**config.mk**
```make
export PLATFORM = sky130hd
export DESIGN_NAME = psk_serializer
export DESIGN_NICKNAME = d
export VERILOG_FILES = /design/src/rtl/psk_pkg.sv /design/src/rtl/psk_bit_timer.sv /design/src/rtl/psk_serializer.sv
export SDC_FILE = /design/constraint.sdc
export NUM_CORES = 1
export LEC_CHECK = 0
export CORE_MARGIN = 5
export CORE_UTILIZATION = 45
export CTS_CLUSTER_SIZE = 14
export DETAILED_ROUTE_END_ITERATION = 6
export HOLD_SLACK_MARGIN = 0.03
export PLACE_DENSITY = 0.69
export SETUP_SLACK_MARGIN = 0.2
export SLEW_MARGIN = 40
export SYNTH_ARGS = -nofsm -noshare
export SYNTH_HDL_FRONTEND = slang
export SYNTH_SLANG_ARGS = --single-unit
```
**constraint.sdc**
```tcl
create_clock -name clk -period 3.7 [get_ports clk]
set_input_delay 0.555 -clock clk [delete_from_list [all_inputs] [get_ports clk]]
set_output_delay 0.555 -clock clk [all_outputs]
set_load 0.01 [all_outputs]
```
**src/rtl/psk_pkg.sv**
```systemverilog
// psk_pkg: shared state encoding, counter width helper and constants for psk_serializer
package psk_pkg;

    typedef enum logic {ST_IDLE = 1'b0, ST_RUN = 1'b1} state_e;

    localparam int UNDERRUN_CNT_W = 16;

    function automatic int cnt_width(input int n);
        return (n <= 1) ? 1 : $clog2(n);
    endfunction

endpackage

```
**src/rtl/psk_bit_timer.sv**
```systemverilog
// psk_bit_timer: clock-per-bit and bit-per-symbol counter pair with bit_tick/symbol_end strobes
module psk_bit_timer import psk_pkg::*; #(
    parameter int CLKS_PER_BIT    = 4,
    parameter int BITS_PER_SYMBOL = 4
) (
    input  logic clk,
    input  logic rst,
    input  logic enable,
    input  logic restart,
    output logic bit_tick,
    output logic symbol_end
);
    localparam int CW = cnt_width(CLKS_PER_BIT);
    localparam int BW = cnt_width(BITS_PER_SYMBOL);
    localparam logic [CW-1:0] CLK_LAST = CW'(CLKS_PER_BIT - 1);
    localparam logic [BW-1:0] BIT_LAST = BW'(BITS_PER_SYMBOL - 1);

    logic [CW-1:0] clk_cnt_q, clk_cnt_d;
    logic [BW-1:0] bit_cnt_q, bit_cnt_d;

    always_comb begin
        bit_tick   = enable && clk_cnt_q == CLK_LAST;
        symbol_end = bit_tick && bit_cnt_q == BIT_LAST;
        clk_cnt_d  = restart ? '0 : !enable ? clk_cnt_q : bit_tick ? '0 : clk_cnt_q + CW'(1);
        bit_cnt_d  = (restart || symbol_end) ? '0 : bit_tick ? bit_cnt_q + BW'(1) : bit_cnt_q;
    end

    always_ff @(posedge clk) begin
        if (rst) begin
            clk_cnt_q <= '0;
            bit_cnt_q <= '0;
        end else begin
            clk_cnt_q <= clk_cnt_d;
            bit_cnt_q <= bit_cnt_d;
        end
    end

endmodule

```
**src/rtl/psk_serializer.sv**
```systemverilog
// psk_serializer: FWFT-FIFO to serial PSK bit stream with optional DPSK encoding.
// Define PSK_UNDERRUN_CNT_EN to add the saturating underrun counter and its clear input.
module psk_serializer import psk_pkg::*; #(
    parameter int   SAMPLE_WIDTH    = 8,
    parameter int   BITS_PER_SYMBOL = 4,
    parameter int   CLKS_PER_BIT    = 4,
    parameter logic MSB_FIRST       = 1'b0,
    parameter logic IDLE_LEVEL      = 1'b0
) (
    input  logic                    clk,
    input  logic                    rst,
    input  logic                    enable,
    input  logic                    diff_en,
    input  logic [SAMPLE_WIDTH-1:0] sample,
    input  logic                    empty,
    output logic                    read,
    output logic                    pwm,
    output logic                    symb_clk,
    output logic                    busy,
    output logic                    underrun
`ifdef PSK_UNDERRUN_CNT_EN
    ,
    input  logic                      underrun_clr,
    output logic [UNDERRUN_CNT_W-1:0] underrun_cnt
`endif
);
    state_e                  state_q, state_d;
    logic [SAMPLE_WIDTH-1:0] sr_q, sr_d;
    logic                    pwm_q, pwm_d, symb_q, symb_d, diff_q, diff_d, ref_q, ref_d;
    logic                    run_en, bit_tick, symbol_end, load, shift, data_bit, tx_bit;

    assign run_en = enable && state_q == ST_RUN;

    psk_bit_timer #(
        .CLKS_PER_BIT   (CLKS_PER_BIT),
        .BITS_PER_SYMBOL(BITS_PER_SYMBOL)
    ) u_timer (
        .clk       (clk),
        .rst       (rst),
        .enable    (run_en),
        .restart   (load),
        .bit_tick  (bit_tick),
        .symbol_end(symbol_end)
    );

    // The bit to send always sits at the send end of the post-update shift register.
    always_comb begin
        load     = !rst && enable && !empty && (state_q == ST_IDLE || symbol_end);
        underrun = !rst && symbol_end && empty;
        shift    = bit_tick && !symbol_end;
        read     = load;
        sr_d     = load ? sample : shift ? (MSB_FIRST ? sr_q << 1 : sr_q >> 1) : sr_q;
        data_bit = MSB_FIRST ? sr_d[SAMPLE_WIDTH-1] : sr_d[0];
        diff_d   = load ? diff_en : diff_q;
        tx_bit   = data_bit ^ (diff_d & ref_q);
        ref_d    = (load || shift) ? tx_bit : ref_q;
        pwm_d    = (load || shift) ? tx_bit : underrun ? IDLE_LEVEL : pwm_q;
        symb_d   = load ? !symb_q : symb_q;
        state_d  = load ? ST_RUN : underrun ? ST_IDLE : state_q;
        busy     = state_q == ST_RUN;
    end

    always_ff @(posedge clk) begin
        if (rst) begin
            state_q <= ST_IDLE;
            sr_q    <= '0;
            pwm_q   <= IDLE_LEVEL;
            symb_q  <= 1'b0;
            diff_q  <= 1'b0;
            ref_q   <= 1'b0;
        end else begin
            state_q <= state_d;
            sr_q    <= sr_d;
            pwm_q   <= pwm_d;
            symb_q  <= symb_d;
            diff_q  <= diff_d;
            ref_q   <= ref_d;
        end
    end

    assign pwm      = pwm_q;
    assign symb_clk = symb_q;

`ifdef PSK_UNDERRUN_CNT_EN
    logic [UNDERRUN_CNT_W-1:0] ucnt_q, ucnt_d;

    always_comb begin
        ucnt_d = underrun_clr ? '0 : (underrun && ucnt_q != '1) ? ucnt_q + UNDERRUN_CNT_W'(1) : ucnt_q;
    end

    always_ff @(posedge clk) begin
        if (rst) ucnt_q <= '0;
        else     ucnt_q <= ucnt_d;
    end

    assign underrun_cnt = ucnt_q;
`endif

endmodule

```
# == Yosys cells after proc, flatten, opt, wreduce, memory -nomap -nowiden ==
# Cells that the tools add are included.
# word_totals
reg_bits,17
inputBits,13
output_inout_bits,5
wordCells,44
# classes
addsub,2
eq_ne,2
mux,7
bitwise,3
reduce_logical,21
# ops
cell,n
2-to-1 mux 8 bit,2
logical AND 1 bit,9
nonzero test 2 bit,3
"adder 2 x 1 -> 2 bit, second input constant",2
"== test 2 bit, second input constant",2
zero test 1 bit,4
2-to-1 mux 1 bit,4
OR reduction 2 bit,2
logical OR 1 bit,3
2-to-1 mux 2 bit,1
AND 1 bit,1
inverter 1 bit,1
bitwise XOR 1 bit,1

# == Logic depth before layout (Yosys ltp) ==
# depth
depth_word,9
mapped_depth,7
ltp_nobuf,6

# == Modules after synthesis ==
# Synthesis repeated with hierarchy kept, for this count alone.
# unflattened
hier_cells,94
area_unflattened_um2,864.6
# modules_own_cells
mod,instances,cells_per_inst,area_each_um2,seq_area_each_um2
psk_serializer,1,73,645.6,260.2
psk_bit_timer,1,21,219.0,80.1

# == Least setup slack after synthesis ==
# Ideal clock, no wire load.
# synth_timing
path_kind,input -> output
startpoint,input rst
endpoint,output read
arrival_time_ns,1.268
required_ns,3.145
path_slack_ns,1.877
stages,4
path_buffers,1
cell_sequence,or3b_1 -> nand2b_4 -> buf_6 -> inv_6
# synth_via
elab_chain_cells,4
# synth_lines
element,line,rtl
"start, declared",psk_serializer.sv:11,"input logic rst,"
zero test 1 bit,psk_serializer.sv:48,load = !rst && enable && !empty && (state_q == ST_IDLE || symbol_end);
logical AND 1 bit (3 in series),psk_serializer.sv:48,
"end, declared",psk_serializer.sv:16,"output logic read,"
# No other way between the ends.

# == Worst setup path in the final report ==
# layout_timing
startpoint,input enable
endpoint,output read
# layout_via
elab_chain_cells,5
word_cells_on_any_way,7
classes_between,reduce/logical: 7
# layout_lines
element,line,rtl
"start, declared",psk_serializer.sv:12,"input logic enable,"
logical AND 1 bit,psk_serializer.sv:32,assign run_en = enable && state_q == ST_RUN;
logical AND 1 bit,psk_bit_timer.sv:22,bit_tick = enable && clk_cnt_q == CLK_LAST;
logical AND 1 bit,psk_bit_timer.sv:23,symbol_end = bit_tick && bit_cnt_q == BIT_LAST;
logical OR 1 bit,psk_serializer.sv:48,
logical AND 1 bit (*),psk_serializer.sv:48,
# Mark *: on every way between the ends. The rest lies on a longest branch, timed or not.

==> flow_metrics.env <==
export IMPL_outcome="completed"
export IMPL_routabilityCongestion=0.809
export IMPL_die_w_microns=52.9
export IMPL_grt_start_max_net_pins=18
export IMPL_fmax_ghz=0.338
export IMPL_fill_cells=172
export IMPL_fin_nets=129
export IMPL_dieHeight_microns=52.9
export IMPL_syn_area_per_cell_sq_um=8.82
export IMPL_rsz0062_at_grt="no"
export IMPL_hold_end="u_timer.clk_cnt_q[1]"
export IMPL_htreeDepth=1
export IMPL_final_cell_mix="nor2_1 (17), dfxtp_1 (17), clkdlybuf4s50_1 (17)"
export IMPL_area_growth_pct=25.6
export IMPL_fin_skew_ps=5.32
export IMPL_post_cts_buffers=0
export IMPL_max_stage_delay_ps=570
export IMPL_antenna_found_initial=0
export IMPL_fin_crit_ps=2960
export IMPL_final_area_sq_mm=0.00104
export IMPL_crit_path_end_kind="output pin"
export IMPL_rrSetupSlack_ps=1970
export IMPL_hold_path_class="reg -> reg"
export IMPL_ys_seq_area_share_pct=41.0
export IMPL_final_util_pct=59.7
export IMPL_peakVddDrop_uv=205
export IMPL_dpl_cell_count=134
export IMPL_hold_buffers=0
export IMPL_cp_arrival_ps=2400
export IMPL_worstHoldStart="u_timer.clk_cnt_q[1]"
export IMPL_synth_area_sq_um=830
export IMPL_worst_pin_slew_ps=317
export IMPL_place_area_sq_mm=0.00101
export IMPL_syn_inst=94
export IMPL_setup_ws_ps=741
export IMPL_synth_distinct_cells=27
export IMPL_worstHoldPathCells=2
export IMPL_wire_per_inst_microns=11.7
export IMPL_root_buffer="clkbuf_4"
export IMPL_core_rowCount=15
export IMPL_cts_path_max_buffers=2
export IMPL_ant_nets=0
export IMPL_numPortBuffers=17
export IMPL_setup_viol=0
export IMPL_hold_viol_final=0
export IMPL_critPathBufInv=3
export IMPL_r2r_end="ref_q"
export IMPL_cts_tree="built"
export IMPL_drive_gt1_share_pct=8.85
export IMPL_cp_max_fo=17
export IMPL_layout_cells_non_filler=138
export IMPL_max_cap_viol_count=0
export IMPL_drtIter0Drc=9
export IMPL_r2r_start="u_timer.bit_cnt_q[0]"
export IMPL_numClockSinks=17
export IMPL_ys_warn_count=0
export IMPL_powerDensity_mw_per_mm2=329
export IMPL_max_slew_margin_pct=78.5
export IMPL_cp_required_ps=3140
export IMPL_clock_latency_ps=290
export IMPL_io_pins=18
export IMPL_routed_via_count=724
export IMPL_crit_path_start="enable"
export IMPL_start_util_pct=47.5
export IMPL_cts_resized=0
export IMPL_power_total_uw=343
export IMPL_drc=0
export IMPL_dieArea_sq_mm=0.00280
export IMPL_numCtsBuffers=3
export IMPL_routed_wl_microns=1610
export IMPL_first_pass_iters=4
export IMPL_crit_chain="clkdlybuf4s50_1, or3b_1, nand2b_4, inv_6, clkdlybuf4s50_1"
export IMPL_final_setup_tns_ps=0
export IMPL_slew_violations=0
export IMPL_cp_start_kind="primary input"
export IMPL_hold_slack_ps=468
export IMPL_grt_pass1_wl_microns=2740
export IMPL_period_share_pct=80.0
export IMPL_crit_family="buffers and inverters"
export IMPL_crit_top_cell="clkdlybuf4s50_1"
export IMPL_grt_remaining_overflow=0
export IMPL_post_place_ws_ps=734
export IMPL_cts_clk_slew_worst_paths_ps=100
export IMPL_grt_pass1_vias=677
export IMPL_place_hpwl_microns=1180
export IMPL_fp_coreArea_sq_mm=0.00175
export IMPL_multi_input_area_sq_um=449
export IMPL_vias_per_cell=5.25
export IMPL_synth_nets=109
export IMPL_antenna_cells=0
export IMPL_p_leak_nw=0.428
export IMPL_seq_area_sq_um=340
export IMPL_track_usage_pct=13.3
export IMPL_crit_slowest_cell="clkdlybuf4s50_1"
export IMPL_worstSetupPathType="in -> out"
export IMPL_synth_seq_cells=17
export IMPL_reg2regPathDepth=5
-- area by class of cell --
cell class	instances	area share [%]
Clock buffer	3	2.16
Clock inverter	1	0.480
Inverter	1	0.840
Multi-Input combinational cell	72	43.1
Sequential cell	17	32.7
Tap cell	25	3.00
Timing Repair Buffer	19	17.8
-- where the power goes --
part	switching, mW	internal [mW]
clock	0.0600	0.0402
sequential	0.00511	0.190
combinational	0.0204	0.0266
-- registers in the layout (all words and copies together), names as in the netlist --
register           flops
ref_q                  1
symb_clk               1
u_timer.clk_cnt_q      2
sr_q                   8
u_timer.bit_cnt_q      2
pwm                    1
busy                   1
diff_q                 1
-- metal layers --
metal | vias up | global-route usage [%] | routed length (microns)
li1 | 378 | - | -
met1 | 331 | 17.6 | 800
met2 | 13 | 20.7 | 723
met3 | 2 | 2.54 | 75
met4 | 0 | 5.96 | 12
met5 | - | 0 | 0
-- cell usage after synthesis --
cell type	instances	area share (%)
nor2_1	17	7.7
nand4b_1	1	1.1
ha_1	2	3.0
or3b_1	1	1.1
o22ai_1	2	1.5
a21bo_2	1	1.2
a211oi_1	6	5.4
clkbuf_1	1	0.45
dfxtp_1	17	41
a21boi_0	1	0.91
nand3_1	4	2.4
a31oi_1	2	1.5
buf_2	1	0.60
nor2b_1	2	1.5
nand2_1	7	3.2
xnor2_1	1	1.1
a21o_1	1	0.91
inv_6	1	1.1
nor3b_1	2	1.8
o311ai_1	1	1.1
mux2i_1	7	8.4
nor3_1	2	1.2
buf_6	2	2.7
a21oi_1	8	4.8
o21ai_0	2	1.2
nand2b_4	1	1.7
a211oi_2	1	1.5
-- worst reg2reg max path: stages, from the launching register on --
cell and delay (ps):
dfxtp_1 340, ha_1 270, nand4b_1 340, mux2i_1 210
o311ai_1 350, o22ai_1 120
-- worst max path at each step --
stage               slack [ps]   end  cells after the start
finish                     740  read                      5
CTS                        730  read                      5
floorplan                 1880  read                      4
detailed placement         730  read                      5
global route               660  read                      5
global placement           760  read                      5
-- logic make-up (layout without fill, tap and decap cells) --
family / after synthesis / after routing / share of synthesized area [%]
multiplexers: 7 / 7 / 8.45
flip-flops: 17 / 17 / 41.0
AND/OR/NAND/NOR: 37 / 37 / 21.6
adder cells (fa/ha/maj): 2 / 2 / 3.02
buffers and inverters: 5 / 24 / 4.83
XOR/XNOR: 1 / 1 / 1.06
AO/OA/AOI/OAI: 25 / 25 / 20.1
No activity file was read; power rests on OpenSTA's default activity.
